--- src/rtl/fetch_pkg.sv ---
// Shared types and default widths for the instruction-fetch sequencer.
package fetch_pkg;

  localparam int unsigned DEF_ADDR_W   = 16;
  localparam int unsigned DEF_DATA_W   = 16;
  localparam int unsigned DEF_MAX_WAIT = 15;

  typedef enum logic [1:0] {
    IDLE     = 2'd0,
    FETCH    = 2'd1,
    HOLD     = 2'd2,
    REDIRECT = 2'd3
  } fetch_state_e;

endpackage

--- src/rtl/fetch_timeout.sv ---
// Memory wait counter: counts stalled fetch cycles and flags the last allowed one.
module fetch_timeout #(
  parameter int unsigned MAX_WAIT = 15
) (
  input  logic clk,
  input  logic rst_n,
  input  logic clear_i,
  input  logic count_i,
  output logic expired_c_o
);

  localparam int unsigned CNT_W = $clog2(MAX_WAIT + 1);

  logic [CNT_W-1:0] cnt_q, cnt_d;

  always_comb begin
    cnt_d = cnt_q;
    if (clear_i) begin
      cnt_d = '0;
    end else if (count_i) begin
      cnt_d = cnt_q + CNT_W'(1);
    end
  end

  always_ff @(posedge clk or negedge rst_n) begin
    if (!rst_n) begin
      cnt_q <= '0;
    end else begin
      cnt_q <= cnt_d;
    end
  end

  // Fires on the stalled cycle that would bring the count to MAX_WAIT.
  assign expired_c_o = count_i && !clear_i && (cnt_q == CNT_W'(MAX_WAIT - 1));

endmodule

--- src/rtl/fetch_unit.sv ---
// Instruction-fetch sequencer: drives pc load/increment, reads memory and
// holds each fetched word until decode accepts it.
module fetch_unit
  import fetch_pkg::*;
#(
  parameter int unsigned ADDR_W   = DEF_ADDR_W,
  parameter int unsigned DATA_W   = DEF_DATA_W,
  parameter int unsigned MAX_WAIT = DEF_MAX_WAIT
) (
  input  logic              clk,
  input  logic              rst_n,
  input  logic              enable_i,
  input  logic [ADDR_W-1:0] pc_count_i,
  output logic              pc_load_o,
  output logic              pc_increment_o,
  output logic [ADDR_W-1:0] pc_target_o,
  output logic              mem_req_o,
  output logic [ADDR_W-1:0] mem_addr_o,
  input  logic [DATA_W-1:0] mem_rdata_i,
  input  logic              mem_ready_i,
  output logic [DATA_W-1:0] instr_o,
  output logic [ADDR_W-1:0] instr_pc_o,
  output logic              instr_valid_o,
  input  logic              instr_accept_i,
  input  logic              branch_taken_i,
  input  logic [ADDR_W-1:0] branch_target_i,
  output logic              fetch_err_o
);

  fetch_state_e      state_q, state_d;
  logic [DATA_W-1:0] instr_q, instr_d;
  logic [ADDR_W-1:0] instr_pc_q, instr_pc_d;
  logic [ADDR_W-1:0] pc_target_q, pc_target_d;
  logic              instr_valid_q, instr_valid_d;
  logic              mem_req_q, mem_req_d;
  logic              pc_load_q, pc_load_d;
  logic              pc_increment_q, pc_increment_d;
  logic              fetch_err_q, fetch_err_d;
  logic              wait_clr, wait_cnt, wait_expired;

  assign wait_clr = (state_q != FETCH);
  assign wait_cnt = (state_q == FETCH) && !mem_ready_i;

  fetch_timeout #(
    .MAX_WAIT(MAX_WAIT)
  ) u_timeout (
    .clk        (clk),
    .rst_n      (rst_n),
    .clear_i    (wait_clr),
    .count_i    (wait_cnt),
    .expired_c_o(wait_expired)
  );

  // Next-state and registered-output logic.
  always_comb begin
    state_d        = state_q;
    instr_d        = instr_q;
    instr_pc_d     = instr_pc_q;
    instr_valid_d  = instr_valid_q;
    pc_target_d    = pc_target_q;
    fetch_err_d    = fetch_err_q;
    pc_load_d      = 1'b0;
    pc_increment_d = 1'b0;
    case (state_q)
      IDLE: begin
        if (enable_i) state_d = FETCH;
      end
      FETCH: begin
        if (mem_ready_i) begin
          instr_d        = mem_rdata_i;
          instr_pc_d     = pc_count_i;
          instr_valid_d  = 1'b1;
          pc_increment_d = 1'b1;
          state_d        = HOLD;
        end else if (wait_expired) begin
          fetch_err_d = 1'b1;
          state_d     = IDLE;
        end
      end
      HOLD: begin
        if (instr_accept_i) begin
          instr_valid_d = 1'b0;
          if (branch_taken_i) begin
            pc_target_d = branch_target_i;
            pc_load_d   = 1'b1;
            state_d     = REDIRECT;
          end else begin
            state_d = enable_i ? FETCH : IDLE;
          end
        end
      end
      REDIRECT: begin
        state_d = enable_i ? FETCH : IDLE;
      end
      default: state_d = IDLE;
    endcase
    mem_req_d = (state_d == FETCH);
  end

  always_ff @(posedge clk or negedge rst_n) begin
    if (!rst_n) begin
      state_q        <= IDLE;
      instr_q        <= '0;
      instr_pc_q     <= '0;
      pc_target_q    <= '0;
      instr_valid_q  <= 1'b0;
      mem_req_q      <= 1'b0;
      pc_load_q      <= 1'b0;
      pc_increment_q <= 1'b0;
      fetch_err_q    <= 1'b0;
    end else begin
      state_q        <= state_d;
      instr_q        <= instr_d;
      instr_pc_q     <= instr_pc_d;
      pc_target_q    <= pc_target_d;
      instr_valid_q  <= instr_valid_d;
      mem_req_q      <= mem_req_d;
      pc_load_q      <= pc_load_d;
      pc_increment_q <= pc_increment_d;
      fetch_err_q    <= fetch_err_d;
    end
  end

  assign pc_load_o      = pc_load_q;
  assign pc_increment_o = pc_increment_q;
  assign pc_target_o    = pc_target_q;
  assign mem_req_o      = mem_req_q;
  assign instr_o        = instr_q;
  assign instr_pc_o     = instr_pc_q;
  assign instr_valid_o  = instr_valid_q;
  assign fetch_err_o    = fetch_err_q;
  // The pc itself is the fetch address while a request is outstanding.
  assign mem_addr_o     = mem_req_q ? pc_count_i : '0;

endmodule

--- config.mk ---
export PLATFORM = sky130hd
export DESIGN_NAME = fetch_unit
export DESIGN_NICKNAME = d
export VERILOG_FILES = /design/src/rtl/fetch_pkg.sv /design/src/rtl/fetch_timeout.sv /design/src/rtl/fetch_unit.sv
export SDC_FILE = /design/constraint.sdc
export NUM_CORES = 1
export LEC_CHECK = 0
export ABC_AREA = 0
export CAP_MARGIN = 10
export CORE_MARGIN = 10
export CORE_UTILIZATION = 36
export DETAILED_ROUTE_END_ITERATION = 6
export MAX_ROUTING_LAYER = met4
export PLACE_DENSITY_LB_ADDON = 0.1
export SLEW_MARGIN = 20
export SYNTH_ARGS = -nofsm -noshare
export SYNTH_HDL_FRONTEND = slang
export SYNTH_SLANG_ARGS = --single-unit
--- constraint.sdc ---
create_clock -name clk -period 1.3 [get_ports clk]
set_input_delay 0.325 -clock clk [delete_from_list [all_inputs] [get_ports clk]]
set_output_delay 0.325 -clock clk [all_outputs]
set_load 0.01 [all_outputs]
**After elaboration in Yosys (flattened, before gate mapping)**

Index checks and enable logic that the tools add are counted.

- Flip-flop bits (word level): 59
- Input bits: 54

- Reductions and logical operators: 12
- Bitwise operators: 1
- Equal/unequal tests: 8
- $add $sub $neg: 1
- Multiplexer cells: 18

Operators by type and width:

| operator | count |
|---|---|
| $mux W16 | 1 |
| $mux W2 | 5 |
| $reduce_and A3 Y1 | 3 |
| $mux W1 | 8 |
| $mux W4 | 2 |
| $pmux W2 S4 | 1 |
| $add A4 B1 Y4 const B | 1 |
| $eq A2 B1 Y1 const B | 2 |
| $eq A2 B2 Y1 const B | 2 |
| $eq A4 B4 Y1 const B | 1 |
| $ne A2 B2 Y1 const B | 2 |
| $reduce_bool A2 Y1 | 2 |
| $logic_and A1 B1 Y1 | 3 |
| $logic_not A1 Y1 | 2 |
| $logic_not A2 Y1 | 1 |
| $ne A2 B1 Y1 const B | 1 |
| $pmux W1 S2 | 1 |
| $reduce_and A2 Y1 | 1 |
| $not A1 Y1 | 1 |

**Depth between registers and ports, before layout**

Gate-level depths: netlist (run 1).

- Depth after elaboration: 8
- Depth in mapped cells: 5
- Mapped depth without buffers: 5

**Hierarchy**

A second synthesis (run 1) with hierarchy kept.

- Cell total of the unflattened synthesis: 164
- Area total of the unflattened synthesis: 2463.6 µm²

By module, submodules not included:

| module | area an instance (µm²) | times used | cells an instance |
|---|---|---|---|
| fetch_unit | 2240.9 | 1 | 144 |
| fetch_timeout | 222.7 | 1 | 20 |

**Worst setup path before layout (run 1)**

Ideal clock, no wire load.

- Path kind: register to register
- Start: reg state_q[0]
- End: reg pc_target_q[10], in the netlist pc_target_o[10]
- Path buffers: 2
- Clock period less this slack: 1.330 ns
- Library setup time: 0.125 ns
- Path slack: -0.030 ns
- Stages on the path, launching flop included: 6
- Required time: 1.175 ns
- Arrival time: 1.205 ns
- Cells stage by stage: dfrtp_1 buf_6 nor2b_4 nand3_4 buf_6 mux2_4

- Longest elaborated chain between the ends: 2

RTL lines:

| element | RTL line | source |
|---|---|---|
| start, declared | fetch_unit.sv:30 | `fetch_state_e state_q, state_d;` |
| start signal, assigned | fetch_unit.sv:112 | `state_q <= state_d;` |
| $eq A2 B2 Y1 | fetch_unit.sv:64 | `case (state_q)` |
| $reduce_and A3 Y1 (no source line) | n/a |  |
| end signal, assigned | fetch_unit.sv:115 | `pc_target_q <= pc_target_d;` |
| end, declared | fetch_unit.sv:33 | `logic [ADDR_W-1:0] pc_target_q, pc_target_d;` |

No other way between the ends.
A chain may end at the register's enable or synchronous reset.

**Worst setup path after layout (run 1)**

- Start: reg mem_req_q, in the netlist mem_req_o
- End: out mem_addr_o[4]

- Longest elaborated chain between the ends: 1

RTL lines:

| element | RTL line | source |
|---|---|---|
| start, declared | fetch_unit.sv:35 | `logic mem_req_q, mem_req_d;` |
| start signal, assigned | fetch_unit.sv:117 | `mem_req_q <= mem_req_d;` |
| $mux W16 | fetch_unit.sv:133 | `assign mem_addr_o = mem_req_q ? pc_count_i : '0;` |
| end, declared | fetch_unit.sv:18 | `output logic [ADDR_W-1:0] mem_addr_o,` |

No other way between the ends.

==> flow_summary_export.csv, run 1 <==
group,metric,value,unit
status,outcome,"complete, but fails checks",
status,violations,"setup timing",
pwr,comb_power_share,42.5,%
global_route,grt_usage,13.14,%
finish,layout_common_cells,"dfrtp_1, clkdlybuf4s50_1, mux2_2, clkbuf_2, buf_4",
critical_path,arrival,1140,ps
pwr,power,9.138,mW
finish,final_core_util,60.45,%
timing,rsz0062_at_grt,"yes",
critical_path,ff2ff_setup_slack,-10,ps
synth,yosysTopAreaCell,"dfrtp_1",
clock_tree,cts_sinks,59,
timing,fin_crit_sh,112.6,%
critical_path,critPathKind,"reg -> out",
global_route,antenna_found_initial,0,
synth,synth_cell_types,29,
global_route,grt_pass1_wl,10290,um
pwr,sequentialPowerShare,34.0,%
finish,final_common_cell,"dfrtp_1",
synth,synth_edf_count,0,
synth,syn-num-nets,221,
clock_tree,cts_tree,"done",
synth,syn_area_per_cell,14.89,um2
finish,n_antenna_cell,0,
place,post_dp_cell_area,0.003931,mm2
finish,drive_gt1_share,49.85,%
timing,drv_slew,0,
critical_path,start_kind,"register",
critical_path,startpoint,"mem_req_o$_DFF_PN0_",
route,wl_met1,2999,um
timing,worst_slack,-163.6,ps
route,routedWlPerCell,16.65,um
synth,synth_area,0.002457,mm2
critical_path,worstPathRequired,980,ps
route,finalWirelength,6776,um
route,top_layer,"met4",
pwr,p_per_area,2250,mW/mm2
route,via_per_inst,4.600,
place,hpwl,5139,um
timing,min_period,1464,ps
critical_path,crit_path_end_kind,"output port",
synth,synthFlopType,"dfrtp_1",
route,drtIter0Drc,34,
place,portBuffers,122,
floorplan,core,0.006719,mm2
synth,ys_seq_area_share,60.08,%
route,dr.pass1.iters,4,
timing,fmax,683.3,MHz
floorplan,ios,123,
pwr,p_sw,2.807,mW
critical_path,r2r-end,"pc_target_o[14]$_DFFE_PN0P_",
floorplan,die_h,102.6,um
synth,ys_ff_latch,59,
timing,setup_violations,25,
clock_tree,clk_latency,330,ps
synth,synth_area_leaders,"dfrtp_1, mux2_2, mux2_4",
place,dp_cells,382,
clock_tree,ctsRootBufferMaster,"clkbuf_8",
clock_tree,cts_buffer_depth,2,
hold_path,min_path_type,"in -> async",
timing,fin_skew,10.58,ps
pwr,p_clk_share,23.5,%
critical_path,crit_fanout,17,
synth,synth_warnings,0,
critical_path,r2r_start,"state_q[0]$_DFF_PN0_",
critical_path,endpoint,"mem_addr_o[4]",
global_route,grt_pass1_vias,1933,
pwr,netSwitchingFraction,30.72,%
finish,fin_nets,378,
job,drv_cap,0,
global_route,grt_overflow_total,0,
synth,synth.top_cell.area_share,60.08,%
floorplan,rows,30,
finish,fin_area,0.004061,mm2
pwr,irDropWorstVdd,0.9139,mV
clock_tree,cts.clk_slew.worst_paths,70,ps
route,num_vias,1872,
critical_path,r2r_cells,4,
pwr,p_int,6.331,mW
place,gp_congestion,0.7331,
floorplan,start_util,36.57,%
clock_tree,htreeDepth,3,
finish,instances_no_fill,407,
timing,max_slew.worst_pin.slew,353.4,ps
timing,hold_viol_final,0,
timing,hold_ws,328.8,ps
floorplan,die_w,102.6,um
synth,postSynthCellCount,165,
floorplan,die_area,0.01053,mm2
route,wl_met3,498,um
route,drc,0,
finish,area_delta_synth_final,65.28,%
route,wl_met2,3177,um
route,postRouteAntennaNets,0,
clock_tree,cts_made_buffers,9,
pwr,p_leak,1.990,nW
synth,async_reset_ff_share,100.0,%
global_route,grt_max_degree,31,
timing,slew_headroom,76.44,%
worst min-delay path by stage:
stage                     start                      end  cells past startpoint
final                     rst_n   instr_o[5]$_DFFE_PN0P_                      2
after floorplan           rst_n  fetch_err_o$_DFFE_PN0P_                      0
after detailed placement  rst_n   instr_o[0]$_DFFE_PN0P_                      1
after global placement    rst_n   instr_o[0]$_DFFE_PN0P_                      1
after global routing      rst_n   instr_o[5]$_DFFE_PN0P_                      2
after CTS                 rst_n   instr_o[0]$_DFFE_PN0P_                      2
through the flow:
step | worst slack, ps | TNS [ps]
floorplan | -27.85 | -250.7
global placement | -516.3 | -23720
detailed placement | -520.7 | -24400
CTS | -184.9 | -3053
global route | -212.1 | -3628
finish | -163.6 | -2576
power by group through the flow:
| stage | Clock [mW] | Sequential [mW] | Combinational, mW |
|---|---|---|---|
| after global placement | 0 | 3.11 | 4.44 |
| after global routing | 2.29 | 3.22 | 4.21 |
| after detailed placement | 0 | 3.15 | 4.48 |
| final | 2.15 | 3.11 | 3.88 |
| after CTS | 2.21 | 3.13 | 4.10 |
| after floorplan | 0 | 3.53 | 1.47 |
state kept, by name, indices dropped and copies added, names as in the netlist:
name,count
instr_o,16
instr_pc_o,16
pc_target_o,16
u_timeout.cnt_q,4
state_q,2
fetch_err_o,1
instr_valid_o,1
mem_req_o,1
pc_increment_o,1
pc_load_o,1
cell type report:
| type | count | area, um2 |
|---|---|---|
| fill | 566 | 2658 |
| multi-input combinational | 94 | 914.6 |
| clock inverter | 4 | 95.09 |
| clock buffer | 12 | 165.2 |
| timing repair buffer | 153 | 1289 |
| sequential | 59 | 1479 |
| tap | 80 | 100.1 |
| inverter | 5 | 18.77 |
kinds of logic after synthesis:
family / after synthesis / synth area share, %
DFF: 59 / 60.08
muxes: 48 / 23.37
and+or+nand+nor: 33 / 8.962
buffers and inverters: 12 / 3.105
AOI/OAI and AO/OA: 8 / 2.394
xor gates and xnor gates: 3 / 1.069
adders and majority gates: 2 / 1.018
layer usage:
layer  up-vias  global-route usage [%]
li1        879                       -
met1       903                   15.16
met2        78                   20.56
met3        12                   4.021
met4         0                   6.182
met5         -                       -
cell usage after synthesis, types with 2 or more instances:
cell,count
buf_4,2
a21oi_1,2
buf_6,3
nor2b_1,3
nor2_1,7
dfrtp_1,59
mux2_4,9
mux2_2,37
ha_1,2
and2_1,16
inv_1,5
mux2_1,2
xor2_1,2
what timing repair did:
item	4_1_cts	5_1_grt
gates resized for setup	189	55
gates cloned	1	0
buffers inserted	2	5
hold buffers	1	0
endpoints found under the hold margin	19	0
setup endpoints to repair	113	84
pin swaps	0	1
worst max-delay path, stage by stage (launching register included):
cell	delay [ps]
dfrtp_1	390
buf_12	150
and2_1	130
buf_2	140
Note: power is estimated with default switching activity, not from simulation.
==> inputs of run 2 (changes only) <==
Settings changed: CORE_ASPECT_RATIO set to 1.25, TNS_END_PERCENT set to 20.
==> flow_summary_export.csv, run 2 (synthesis results as in run 1) <==
group,metric,value,unit
status,outcome,"complete, but fails checks",
status,violations,"setup timing",
route,dr.pass1.iters,4,
route,num_vias,1804,
hold_path,whs_path_depth,1,
floorplan,core,0.006606,mm2
critical_path,r2r_cells,4,
route,finalWirelength,6380,um
finish,final_common_cell,"dfrtp_1",
pwr,irDropWorstVdd,1.102,mV
job,drv_cap,0,
clock_tree,clk_latency,330,ps
hold_path,min_path_type,"reg -> reg",
critical_path,crit_path_end_kind,"output port",
critical_path,start_kind,"register",
timing,rsz0062_at_grt,"yes",
place,gp_congestion,0.7371,
hold_path,hold_end,"fetch_err_o$_DFFE_PN0P_",
clock_tree,ctsRootBufferMaster,"clkbuf_8",
critical_path,r2r_start,"state_q[0]$_DFF_PN0_",
pwr,p_leak,1.892,nW
finish,layout_common_cells,"dfrtp_1, clkdlybuf4s50_1, mux2_2, buf_2, clkbuf_2",
critical_path,critPathKind,"reg -> out",
floorplan,die_area,0.01055,mm2
timing,hold_viol_final,0,
clock_tree,cts_made_buffers,9,
clock_tree,cts.clk_slew.worst_paths,70,ps
floorplan,rows,33,
global_route,grt_usage,11.99,%
timing,max_slew.worst_pin.slew,335.2,ps
pwr,p_per_area,2244,mW/mm2
finish,n_antenna_cell,0,
timing,min_period,1475,ps
critical_path,crit_fanout,17,
clock_tree,htreeDepth,3,
clock_tree,cts_buffer_depth,2,
critical_path,cp_top_family,"flip-flops",
global_route,grt_overflow_total,0,
critical_path,max_stage_delay,400,ps
pwr,power,8.646,mW
timing,fin_setup_tns,-2691,ps
route,drtIter0Drc,54,
floorplan,die_w,93.90,um
finish,final_core_util,58.31,%
timing,worst_slack,-174.7,ps
critical_path,r2r-end,"pc_target_o[13]$_DFFE_PN0P_",
global_route,grt_max_degree,60,
place,dp_cells,385,
finish,drive_gt1_share,48.42,%
place,dp_slack,-510.0,ps
route,via_per_inst,4.476,
clock_tree,cts_tree,"done",
place,hpwl,4697,um
critical_path,arrival,1150,ps
critical_path,worstPathRequired,980,ps
critical_path,crit_buf_inv,2,
timing,fmax,678.1,MHz
floorplan,die_h,112.4,um
global_route,grt_pass1_wl,9577,um
critical_path,slowest_stage,"dfrtp_1",
critical_path,crit_chain,"buf_12 -> and2_1 -> buf_2",
timing,fin_skew,9.244,ps
route,postRouteAntennaNets,0,
finish,instances_no_fill,403,
floorplan,start_util,37.20,%
critical_path,ff2ff_setup_slack,10,ps
finish,area_delta_synth_final,56.77,%
hold_path,min-delay-start,"fetch_err_o$_DFFE_PN0P_",
timing,slew_headroom,77.46,%
route,routedWlPerCell,15.83,um
timing,setup_violations,17,
route,drc,0,
floorplan,ios,123,
global_route,antenna_found_initial,0,
finish,fin_nets,367,
global_route,grt_pass1_vias,1829,
clock_tree,cts_sinks,59,
timing,fin_crit_sh,113.4,%
place,portBuffers,122,
timing,drv_slew,0,
==> run 2: power by group <==
group	switching, mW	total [mW]	internal (mW)	leakage [nW]
clock	0.746	2.02	1.28	0.113
sequential	0.425	3.11	2.69	0.712
combinational	1.58	3.51	1.93	1.07
==> run 2: final cells by class <==
| cell class | count | area (um2) |
|---|---|---|
| timing repair buffer | 142 | 1097 |
| clock inverter | 6 | 113.9 |
| multi-input combinational | 94 | 907.1 |
| tap | 87 | 108.9 |
| inverter | 5 | 18.77 |
| clock buffer | 10 | 127.6 |
| sequential | 59 | 1479 |
| fill | 566 | 2754 |
==> run 2: metrics by stage <==
step / area [um2] / hold WS (ps)
after floorplan: 2461 / 29.41
after global placement: 3910 / 360.3
after detailed placement: 3910 / 361.5
after CTS: 4088 / 490.8
after global routing: 3852 / 506.6
final: 3852 / 478.9
==> run 2: worst max-delay path by stage <==
| stage | to | depth (start not counted) | from |
|---|---|---|---|
| 4_1_cts | mem_addr_o[2] | 3 | mem_req_o$_DFF_PN0_ |
| 2_1_floorplan | pc_target_o[10]$_DFFE_PN0P_ | 5 | state_q[0]$_DFF_PN0_ |
| 3_5_place_dp | mem_addr_o[3] | 3 | pc_count_i[3] |
| 5_1_grt | mem_addr_o[12] | 3 | mem_req_o$_DFF_PN0_ |
| 6_report | mem_addr_o[0] | 3 | mem_req_o$_DFF_PN0_ |
| 3_3_place_gp | mem_addr_o[8] | 3 | pc_count_i[8] |
==> run 2: timing repair <==
action / in CTS / in global routing
cloned: 0 / 0
endpoints found under the setup margin: 94 / 72
buffers inserted: 1 / 0
resized for setup: 200 / 47
hold buffers: 1 / 0
hold endpoints to repair: 30 / 0
pin swaps: 0 / 0
==> run 2: worst reg2reg max path: cells and delay by family, from the launching register on <==
kind,cells,cell delay [ps]
buffers and inverters,1,160
AND/OR/NAND/NOR,2,230
multiplexers,1,310
flip-flops,1,460
==> run 2: per-layer routing <==
metal | vias up | global-route usage, % | wire, um | part of all wire (%)
met4 | 0 | 4.264 | 44 | 0.69
met5 | - | - | 0 | 0
met2 | 75 | 17.69 | 3025 | 47
li1 | 853 | - | - | -
met1 | 871 | 14.29 | 2840 | 45
met3 | 5 | 5.067 | 470 | 7.4
==> inputs of run 3 (changes only) <==
Settings changed: CAP_MARGIN 10 to 20.
==> results of run 3 <==
No change in the layout: final DEF, timing and power equal those of run 2.
